==> src/rtl/fetch_stage.sv <==
// rtl/fetch_stage.sv - instruction fetch stage with one-outstanding IMEM reads
//
// Owns the fetch PC, issues word reads to instruction memory over req/gnt/rvalid,
// buffers the returned word and offers it to the decoder with valid/ready.
// A branch redirect kills any in-flight read or buffered instruction.
//
// Parameters:
//   RESET_PC         first fetch address after reset (word aligned)
// Ports:
//   i_clk, i_rst     clock, synchronous active-high reset
//   o_imem_req       read request, held until i_imem_gnt
//   o_imem_addr      word address of the request
//   i_imem_gnt       request accepted this cycle
//   i_imem_rvalid    read data valid
//   i_imem_rdata     read data
//   o_id_valid       buffered instruction valid
//   i_id_ready       decoder consumes the instruction on valid & ready
//   o_id_instr       buffered instruction
//   o_id_pc4         address of o_id_instr + 4
//   o_op, o_funct    o_id_instr[31:26], o_id_instr[5:0]
//   i_branch         redirect pulse
//   i_branch_target  redirect address (low two bits ignored)
//   o_stall_cnt      cycles without a valid instruction, saturating
//                    (present only when FETCH_STALL_CNT_EN is defined)
module fetch_stage #(
    parameter logic [31:0] RESET_PC = 32'h0000_0000
) (
    input  logic        i_clk,
    input  logic        i_rst,
    output logic        o_imem_req,
    output logic [31:0] o_imem_addr,
    input  logic        i_imem_gnt,
    input  logic        i_imem_rvalid,
    input  logic [31:0] i_imem_rdata,
    output logic        o_id_valid,
    input  logic        i_id_ready,
    output logic [31:0] o_id_instr,
    output logic [31:0] o_id_pc4,
    output logic [5:0]  o_op,
    output logic [5:0]  o_funct,
    input  logic        i_branch,
    input  logic [31:0] i_branch_target
`ifdef FETCH_STALL_CNT_EN
    ,
    output logic [31:0] o_stall_cnt
`endif
);

    typedef enum logic [2:0] {
        S_IDLE,
        S_REQ,
        S_WAIT,
        S_HOLD,
        S_DROP
    } state_t;

    state_t      r_state;
    state_t      w_next_state;
    logic [31:0] r_fetch_pc;
    logic [31:0] r_req_pc4;
    logic [31:0] r_id_instr;
    logic [31:0] r_id_pc4;
    logic        r_id_valid;
    logic        w_accept;   // grant taken and not killed by a branch
    logic        w_capture;  // response lands in the buffer
    logic        w_release;  // buffer emptied (consumed or flushed)

    always_comb begin
        w_next_state = r_state;
        w_accept     = 1'b0;
        w_capture    = 1'b0;
        w_release    = 1'b0;
        case (r_state)
            S_IDLE: w_next_state = S_REQ;
            S_REQ: begin
                if (i_imem_gnt) begin
                    // A read granted in the same cycle as a branch is still
                    // outstanding in memory, so its response must be drained.
                    w_next_state = i_branch ? S_DROP : S_WAIT;
                    w_accept     = !i_branch;
                end
            end
            S_WAIT: begin
                if (i_imem_rvalid) begin
                    w_next_state = i_branch ? S_REQ : S_HOLD;
                    w_capture    = !i_branch;
                end else if (i_branch) begin
                    w_next_state = S_DROP;
                end
            end
            S_HOLD: begin
                // A branch flushes the buffer; if ready is also high the
                // decoder has taken the instruction, which is the same action.
                if (i_branch || i_id_ready) begin
                    w_next_state = S_REQ;
                    w_release    = 1'b1;
                end
            end
            S_DROP: begin
                if (i_imem_rvalid) begin
                    w_next_state = S_REQ;
                end
            end
            default: w_next_state = S_IDLE;
        endcase
    end

    always_ff @(posedge i_clk) begin
        if (i_rst) begin
            r_state    <= S_IDLE;
            r_fetch_pc <= RESET_PC;
            r_req_pc4  <= 32'h0;
            r_id_instr <= 32'h0;
            r_id_pc4   <= 32'h0;
            r_id_valid <= 1'b0;
        end else begin
            r_state <= w_next_state;
            if (i_branch) begin
                r_fetch_pc <= {i_branch_target[31:2], 2'b00};
            end else if (w_accept) begin
                r_fetch_pc <= r_fetch_pc + 32'd4;
            end
            if (w_accept) begin
                r_req_pc4 <= r_fetch_pc + 32'd4;
            end
            if (w_capture) begin
                r_id_instr <= i_imem_rdata;
                r_id_pc4   <= r_req_pc4;
                r_id_valid <= 1'b1;
            end else if (w_release) begin
                r_id_valid <= 1'b0;
            end
        end
    end

`ifdef FETCH_STALL_CNT_EN
    logic [31:0] r_stall_cnt;

    always_ff @(posedge i_clk) begin
        if (i_rst) begin
            r_stall_cnt <= 32'h0;
        end else if (!r_id_valid && (r_stall_cnt != 32'hFFFF_FFFF)) begin
            r_stall_cnt <= r_stall_cnt + 32'd1;
        end
    end

    assign o_stall_cnt = r_stall_cnt;
`endif

    assign o_imem_req  = (r_state == S_REQ);
    assign o_imem_addr = r_fetch_pc;
    assign o_id_valid  = r_id_valid;
    assign o_id_instr  = r_id_instr;
    assign o_id_pc4    = r_id_pc4;
    assign o_op        = r_id_instr[31:26];
    assign o_funct     = r_id_instr[5:0];

endmodule

==> config.mk <==
export PLATFORM = sky130hd
export DESIGN_NAME = fetch_stage
export DESIGN_NICKNAME = d
export VERILOG_FILES = /design/src/rtl/fetch_stage.sv
export SDC_FILE = /design/constraint.sdc
export NUM_CORES = 1
export LEC_CHECK = 0
export ABC_AREA = 0
export ABC_CLOCK_PERIOD_IN_PS = 3000
export CAP_MARGIN = 30
export CORE_UTILIZATION = 47
export CTS_CLUSTER_DIAMETER = 60
export CTS_CLUSTER_SIZE = 40
export DETAILED_ROUTE_END_ITERATION = 7
export GPL_TIMING_DRIVEN = 0
export PLACE_DENSITY = 0.8
export SYNTH_ARGS = -nofsm -noshare
export SYNTH_HDL_FRONTEND = slang
export SYNTH_SLANG_ARGS = --single-unit
==> constraint.sdc <==
create_clock -name i_clk -period 3 [get_ports i_clk]
set_input_delay 0.6 -clock i_clk [delete_from_list [all_inputs] [get_ports i_clk]]
set_output_delay 0.6 -clock i_clk [all_outputs]
set_load 0.02 [all_outputs]
==> metrics.md, run 1 <==
| Metric | Value |
|---|---|
| CTS tree | yes |
| Die H | 114 um |
| CTS H-tree lvls | 4 |
| Ys async rst share | 0% |
| CP Launch Type | register |
| Die area | 13,100 um2 |
| Synth area leaders | dfxtp_1 43%, nand2_1 9.9%, a21oi_1 5.9%, a311oi_1 4.0%, nor2_1 3.9% |
| Register area | 2520 um2 |
| Layout area overhead | 43.8% |
| Status | finished, final reports clean |
| Power Density | 540 nW/um2 |
| # fillers | 1,014 |
| Clock Tree Buf Depth | 2 |
| RePlAce Congestion | 0.932 |
| Share of cells above drive strength 1 | 7.64% |
| Combined area of the multi-input logic cells | 2970 um2 |
| Crit-path cells | clkbuf_1, or3b_2, clkbuf_1, inv_1, clkdlybuf4s50_1 |
| Skew-Pair Late Insertion Delay | 0.41 ns |
| Crit path DAT | 2.26 ns |
| Max-cap viol count | 0 |
| Critical path class | reg -> out |
| Vias after detailed routing | 6,229 |
| CTS resizes | 0 |
| Vias in the first global route | 5,754 |
| Most numerous cell in the Yosys netlist | nand2_1 |
| Core Area | 12,200 um2 |
| CTS sink cnt | 126 |
| Final instance area | 8530 um2 |
| IO Pins | 180 |
| GRT Residual Overflow | 0 |
| Remaining antenna violation count | 0 |
| EDFF count, synth | 0 |
| Drt pass-1 iters | 5 |
| Cell count after synthesis | 749 |
| Syn avg cell area | 7.92 um2 |
| Yosys reg bits | 126 |
| Post-synth top area share | 42.5% |
| Die W | 114 um |
| NumNets Final | 1,014 |
| Setup TNS | 0 ns |
| Clock skew | 0.00919 ns |
| CTS Buf Count | 17 |
| Final period util | 95.3% |
| Final wirelength | 18,000 um |
| Clock Pin Slew Worst Setup and Hold Paths | 0.06 ns |
| Cell type with the largest total area after synthesis | dfxtp_1 |
| Max stage delay on crit path | 0.60 ns |
| Endpoints failing setup | 0 |
| Initial antenna violation count | 0 |
| Global-route wire length before repair | 28,800 um |
| Max Slew Vio Count | 0 |
| # diodes | 0 |
| Post-CTS Hold Fix Bufs | 0 |
| Worst setup EP type | primary output |
| Commonest cells in the netlist | 157 x nand2_1, 126 x dfxtp_1, 70 x a21oi_1 |
| Achievable Freq | 350 MHz |
| HPWL Detailed | 13,200 um |
| Clock root cell | clkbuf_16 |
| Least-Margin Pin Slew | 1.00 ns |
| Starting Density | 48.8% |
| Register area share after synthesis | 42.5% |
| # rows | 40 |
| Delay-heaviest family, CP | buffers and inverters |
| DR vias/cell | 5.55 |
| # DRC | 0 |
| Slew headroom | 32.5% |
| Port buffer count | 172 |
| Worst Path Buf+Inv | 4 |
| Critical Path Slowest Stage Cell | clkdlybuf4s50_1 |
| Crit path required time | 2.40 ns |
| Worst Path Max Fanout | 10 |
| Most Frequent Cell on Critical Path | clkbuf_1 |
| HP Class | reg -> reg |
| Dpl cell area | 7870 um2 |
| Post-synthesis cell type count | 57 |
| Worst VDD drop | 0.414 mV |
| Largest net degree at the start of global routing | 17 |
| Leak | 2.78 nW |
| Yosys warnings | 0 |
| Cell Area, Synth | 5930 um2 |
| Routed length per instance | 16.0 um |
| Post-route minimum period | 2.86 ns |
| Setup Buffers After CTS | 0 |
| Tot GR Track Use | 28.1% |
| Final Hold Viols | 0 |
| Top_reg_cell synth | dfxtp_1 |
| Detailed Route Iter0 Violations | 513 |
| RSZ-0062 raised after global routing | no |
-- kinds of logic (layout without fill, tap and decap cells) --
kind of cell / Yosys count / in the layout / synth area share (%)
fa+ha+maj: 1 / 1 / 0.211
other cells: 1 / 4 / 0.0632
xor+xnor: 20 / 20 / 2.95
flops: 126 / 126 / 42.5
buf+inv: 94 / 297 / 7.62
simple gates: 336 / 336 / 27.3
compound gates: 171 / 171 / 19.4
-- metal layers --
layer / global-route usage (%) / vias to the layer above / wire length (um)
met5: 0 / - / 0
met4: 11.0 / 0 / 399
met3: 6.67 / 45 / 1650
met2: 46.2 / 326 / 8220
met1: 35.5 / 2818 / 7740
li1: - / 3040 / -
-- final cells by class --
type	instances	share of cell area, %
Multi-Input combinational cell	532	34.8
Sequential cell	126	29.6
Timing Repair Buffer	172	20.2
Clock buffer	21	5.52
Buffer	85	4.90
Tap cell	168	2.46
Clock inverter	10	2.17
Inverter	9	0.396
-- per-stage QoR --
stage | utilization (%) | total power, W | hold slack, ns | setup slack (ns) | std cells
2_1_floorplan | - | 0.00211 | 0.432 | 0.568 | 752
3_3_place_gp | 64.7 | 0.00236 | 0.440 | 0.00363 | 1092
3_5_place_dp | 64.7 | 0.00237 | 0.446 | -0.0559 | 1092
4_1_cts | 70.1 | 0.00462 | 0.449 | 0.153 | 1123
5_1_grt | 70.1 | 0.00475 | 0.462 | 0.0570 | 1123
6_report | 70.1 | 0.00461 | 0.447 | 0.142 | 1123
-- report_power, final --
group	switching (W)	total, W	internal, W
Combinational	0.000298	0.000545	0.000247
Clock	0.000729	0.00226	0.00153
Sequential	0.0000628	0.00180	0.00174
Total	0.00109	0.00461	0.00352
-- cell usage in the layout, fill, tap and decap left out, types with 3 or more instances in the layout --
cell type and n:
o21ai_0 15, and4_1 3, buf_1 4, nand2_1 157
and2_1 3, nor3_1 12, nor2_1 61, a311oi_1 27
clkbuf_16 17, buf_2 12, dfxtp_1 126, and3_1 3
or3_1 15, or4_4 3, a21oi_1 70, xor2_1 9
buf_6 3, o311a_1 3, inv_1 9, clkbuf_1 50
clkdlybuf4s50_1 172, conb_1 4, buf_4 16, or4_1 17
xnor2_1 11, nor4_1 13, o31ai_1 17, bufinv_16 5
nor2b_1 4, clkbuf_8 3, nand3_1 19, nand4_1 11
a211oi_1 22, nor3b_1 3
-- worst min-delay path, delay by kind of cell, from the launching register on --
| family | cells | cell delay (ns) |
|---|---|---|
| flops | 1 | 0.30 |
| simple gates | 1 | 0.05 |
| compound gates | 1 | 0.05 |
-- final timing paths --
kind                  start               to  slack, ns  cells after the start
max              r_state[1]       o_imem_req       0.14                      5
min           r_req_pc4[25]     o_id_pc4[25]       0.45                      2
max reg2reg  o_imem_addr[2]  o_imem_addr[30]       0.26                      7
min reg2reg   r_req_pc4[25]     o_id_pc4[25]       0.45                      2
-- flip-flops by register name (all words and copies together) (netlist names) --
signal and cells:
o_imem_addr 30, o_id_valid 1, r_req_pc4 30, r_state 3, o_id_instr 32, o_id_pc4 30
No activity file was read; power rests on OpenSTA's default activity.
==> inputs of run 2 (changes only) <==
--- a/config.mk
+++ b/config.mk
@@ -7,7 +7,7 @@
 export LEC_CHECK = 0
 export ABC_AREA = 0
 export ABC_CLOCK_PERIOD_IN_PS = 3000
-export CAP_MARGIN = 30
+export CAP_MARGIN = 20
 export CORE_UTILIZATION = 47
 export CTS_CLUSTER_DIAMETER = 60
 export CTS_CLUSTER_SIZE = 40
==> results of run 2 <==
No change in the layout: final DEF, timing and power equal those of run 1.
==> RTL change 1, RTL diff (flow settings as in run 1) <==
Re-encode `state_t` (5 states) as one-hot, 5 bits wide.
--- a/src/rtl/fetch_stage.sv
+++ b/src/rtl/fetch_stage.sv
@@ -48,8 +48,8 @@
 
-    typedef enum logic [2:0] {
-        S_IDLE,
-        S_REQ,
-        S_WAIT,
-        S_HOLD,
-        S_DROP
+    typedef enum logic [4:0] {
+        S_IDLE = 5'b00001,
+        S_REQ  = 5'b00010,
+        S_WAIT = 5'b00100,
+        S_HOLD = 5'b01000,
+        S_DROP = 5'b10000
     } state_t;
Behaviour: same outputs for any inputs over 10 cycles, from zero or initial values and one cycle with i_rst high; not proved beyond that.
==> RTL change 1 against run 1 <==
Power shrank 4.3%. Routed wire length shrank 1.6%. Setup slack gained 0.082 ns. Synthesized cell count shrank 4.0%. Design area shrank 3.4%. Largest cell class unchanged. The flow now finishes with violations (design-rule violations). Via count shrank 6.1%. Sequential share of layout area grew 1.5 points. Sequential cell count grew 2. Highest routed layer unchanged. Area after synthesis shrank 3.9%. Critical path type is now flop to flop.
==> RTL change 1: results (changes against run 1) <==
outcome finished with violations; peak supply drop 0.000302 V (-27%); synth unique cells 51 (-11%); Hold EP o_id_instr[12]; clk_skew 0.00716 ns (-0.00202 ns); number of fill cells in the layout 966 (-4.7%); fraction of layout instances using a drive strength above 1 7.01% (-0.63 points); routed wire length per instance 16.6 um (+3.2%); failing checks design-rule violations; DP HPWL 13000 um (-0.88%); synth top area cells dfxtp_1 45%, nand2_1 10%, a21oi_1 6.7%, xnor2_1 4.8%, a211oi_1 4.7%; worst-skew pair later-pin latency roughly 0.42 ns; Reg2Reg Depth 7 (unchanged); Clk pin slew, worst setup/hold paths 0.06 ns (about the same); reg2reg start r_state[4]; ANT cells 0 (unchanged); Reg2Reg Setup Slack 0.22 ns (-0.04 ns); Layout Nets 985 (-2.9%); PD cells 536 nW/um^2 (-0.86%); Fin Hold WS 0.452 ns (+0.00469 ns); Leak 2.70 nW (-2.9%); vias in the first global route 5698 (-0.97%); Hold Path Depth 2 (unchanged); clock buffer depth 2 (unchanged); Clk power 0.00214 W (-5%); initial antenna violation count 0 (unchanged); crit path DAT 3.10 ns (+0.84 ns); Hold Path Origin o_id_instr[12]; Critical Path Max Stage Delay 0.58 ns (-0.02 ns); Area after DPL 7620 um^2 (-3.2%); dpl cells 1038 (-4.9%); class of the worst hold path flop to flop; most frequent cells after synthesis 156 x nand2_1, 128 x dfxtp_1, 76 x a21oi_1, 60 x nor2_1, 51 x clkbuf_1; Slew headroom 46.6% (+14 points); Die W 112 um (-1.9%); DRC 7 (+7); kind of cell adding the most delay to the critical path simple AND/OR/NAND/NOR gates; dpl ws -0.219 ns (-0.163 ns); type of the worst setup path flop to flop; asr flop ratio synth 0% (unchanged); Finished Layout Cells 1070 (-4.7%); Largest register FFs 32 (unchanged); register area share after synthesis 45.0% (+2.4 points); GP Congestion 0.866 (-7.1%); Setup Buffers After CTS 0 (unchanged); first-pass GRT wire length 28400 um (-1.6%); Slowest-stage cell, CP nor2_1; 1st-iter DRT viols 477 (-7.0%); critical path fanouts, max 10 (unchanged); first-pass iteration count of the detailed router 7 (+2); fmax 0.360 GHz (+2.9%); yosys synthesis warning count 0 (unchanged); clock root buffer clkbuf_16; Setup crit end o_id_instr[29]; Sequential Power 0.00181 W; Cells after Synth 719 (-4.0%); vias per cell 5.46 (-1.5%); GRT Util Overall 28.7% (+0.67 points); I/O Buffers 173 (+0.58%); NetSw 0.00109 W (+0.21%)
==> RTL change 1: changes by cell type after synthesis, sizes merged, moves of 6 or more <==
cell	before	now
xor2	9	15
xnor2	11	31
a21oi	70	76
buf	35	23
o31ai	17	5
a311oi	29	7
or3	15	7
a211oi	22	36
o22ai	0	6
or4	20	7
==> RTL change 1: kinds of logic (layout without fill, tap and decap cells) <==
family | after synthesis | after routing | synth area share [%]
XOR/XNOR | 46 | 46 | 7.07
adder cells (fa/ha/maj) | 1 | 1 | 0.220
AO/OA/AOI/OAI | 155 | 155 | 16.5
flip-flops | 128 | 128 | 45.0
buffers and inverters | 83 | 288 | 6.68
other | 1 | 4 | 0.0658
AND/OR/NAND/NOR | 304 | 304 | 24.3
multiplexers | 1 | 1 | 0.176
==> RTL change 1: worst register-to-register path: stages (launching register included) <==
cell and delay [ns]:
dfxtp_1 0.30, clkbuf_1 0.18, nor3_2 0.54, nand4b_1 0.30, nor2_1 0.58, clkbuf_1 0.42, nand2_1 0.17, a21oi_1 0.21
==> RTL change 1: routing by layer <==
metal / track usage [%] / vias to the layer above / share of wire, %
met5: 0 / - / 0
met4: 12.1 / 0 / 2.5
met3: 5.13 / 34 / 6.5
met2: 47.2 / 251 / 48
met1: 37.3 / 2717 / 43
li1: - / 2845 / -
==> RTL change 1: area by class of cell <==
cell class	instances	area [um^2]	share of cell area, %
Clock buffer	20	457	5.55
Sequential cell	128	2560	31.1
Multi-Input combinational cell	511	2770	33.6
Timing Repair Buffer	173	1730	21.0
Inverter	7	26.3	0.319
Tap cell	143	179	2.17
Buffer	76	355	4.31
Clock inverter	12	158	1.91
==> RTL change 1: what timing repair did <==
item | in CTS | in global routing
endpoints found under the setup margin | 0 | 1
resized for setup | 0 | 2
hold buffers | 0 | 0
==> RTL change 2, RTL diff (settings of run 1) <==
Made on the original files. Add a define of `FETCH_STALL_CNT_EN`.
--- a/src/rtl/fetch_stage.sv
+++ b/src/rtl/fetch_stage.sv
@@ -24,2 +24,4 @@
 //                    (present only when FETCH_STALL_CNT_EN is defined)
+`define FETCH_STALL_CNT_EN
+
 module fetch_stage #(
Check against the original RTL (old outputs only; new: o_stall_cnt): equivalent (equiv_simple and equiv_induct, registers matched by name and starting in step).
==> RTL change 2 against run 1 <==
The flow now finishes with violations (design-rule violations). Setup slack gained 0.051 ns. Sequential cell count increased by 32. Fmax increased by 1.8%. Synthesized cell count up 18%. Power increased by 5.9%. Design area increased by 17%. Global-route usage shrank 2.1 points. Clock skew shrank 0.0047 ns. Clock power decreased by 3%. Routed wire length rose by 12%. Area after synthesis grew 20%. Highest routed layer unchanged.
==> RTL change 2: results (changes against run 1) <==
synth unique cells 58 (+1.8%); outcome finished with violations; GRT Util Overall 25.9% (-2.1 points); vias per cell 5.34 (-3.7%); register area share after synthesis 44.4% (+1.9 points); failing checks design-rule violations; mux share of post-synthesis cell area 2.35% (+2.4 points); Cells after Synth 885 (+18%); DRC 32 (+32); grt met3 use 5.69% (-0.98 points); synth top area cells dfxtp_1 44%, nand2_1 9.2%, a21oi_1 7.7%, xnor2_1 3.7%, nor2_1 3.0%; Hold Path Origin o_id_pc4[11]; peak supply drop 0.000399 V (-3.7%); most frequent cells after synthesis 174 x nand2_1, 158 x dfxtp_1, 109 x a21oi_1, 57 x nor2_1, 46 x clkbuf_1; DP HPWL 14900 um (+13%); met2 usage 43.5% (-2.7 points); Leak 3.45 nW (+24%); worst-skew pair later-pin latency 0.43 ns (+0.02 ns); first-pass GRT wire length 32300 um (+12%); Synth Area in Compound Gates 15.7% (-3.7 points); Area after DPL 9410 um^2 (+20%); routed wire length per instance 15.5 um (-3.6%); I/O Buffers 204 (+19%); GP Congestion 0.925 (-0.77%); Layout Nets 1184 (+17%); 1st-iter DRT viols 507 (-1.2%); fraction of layout instances using a drive strength above 1 6.41% (-1.2 points); reg2reg start r_state[0]; met1 Resource Use GR 32.9% (-2.6 points); yosys synthesis warning count 0 (unchanged); clk_skew 0.00453 ns (-0.00466 ns); XOR/XNOR Fraction of Synth Area 6.27% (+3.3 points); dpl cells 1277 (+17%)
## RTL change 2: cell types whose count changed after synthesis, sizes merged, moves of 9 or more
cell    change
nand4       +9
o21a        +9
o21ai      +13
buf        -12
dfxtp      +32
o31ai      -11
inv         +9
nand2      +17
a21oi      +39
xnor2      +19
a311oi     -28
or4        -13
xor2       +12
mux2i      +10
## RTL change 2: worst paths after layout
path	to	slack, ns	cells past startpoint
min reg2reg	o_id_pc4[11]	0.45	2
max reg2reg	o_imem_addr[27]	0.45	7
max	o_imem_req	0.19	3
min	o_id_pc4[11]	0.45	2
## RTL change 2: kinds of logic after synthesis
group	after synthesis
muxes	16
buffers and inverters	87
DFF	158
adders and majority gates	2
and+or+nand+nor	376
xor gates and xnor gates	51
other	1
AOI/OAI and AO/OA	194
## RTL change 2: power by group
| group | leakage (nW) | switching [W] | internal [W] | total, W |
|---|---|---|---|---|
| logic | 1.87 | 0.000241 | 0.000229 | 0.000470 |
| clock network | 0.292 | 0.000852 | 0.00134 | 0.00220 |
| registers | 1.28 | 0.0000643 | 0.00215 | 0.00222 |
| total | 3.45 | 0.00116 | 0.00372 | 0.00488 |
## RTL change 2: routing by layer
layer  up-vias  wire [um]
li1       3508          -
met1      3189       8970
met2       258       9590
met3        28       1330
met4         0        318
met5         -          0
## RTL change 2: per-stage QoR
| stage | utilization, % | hold WS [ns] | setup TNS [ns] | worst slack, ns | power, W |
|---|---|---|---|---|---|
| after global routing | 68.4 | 0.467 | 0 | 0.121 | 0.00505 |
| after CTS | 68.3 | 0.454 | 0 | 0.108 | 0.00490 |
| after floorplan | - | 0.425 | 0 | 0.781 | 0.00249 |
| after detailed placement | 64.3 | 0.446 | -2.41 | -0.307 | 0.00272 |
| after global placement | 64.2 | 0.438 | -4.18 | -0.463 | 0.00272 |
| final | 68.4 | 0.451 | 0 | 0.193 | 0.00488 |
## RTL change 2: area by class of cell
| class | count | area, um^2 |
|---|---|---|
| fillers | 1252 | 4630 |
| multi-input cells | 643 | 3590 |
| flip-flops and latches | 158 | 3160 |
| repair buffers | 205 | 2050 |
| clock buffers | 20 | 457 |
| plain buffers | 69 | 323 |
| well taps | 184 | 230 |
| clock inverters | 10 | 139 |
| inverters | 18 | 67.6 |
## RTL change 2: worst max-delay path: stages, from the launching register on
cell and delay (ns):
dfxtp_1 0.30, clkbuf_1 0.30, nor3b_1 0.43, clkdlybuf4s50_1 0.75
## RTL change 2: repair_timing
action | in CTS | in global routing
setup buffers | 0 | 0
endpoints found under the hold margin | 0 | 0
resized for setup | 0 | 1
endpoints found under the setup margin | 0 | 5
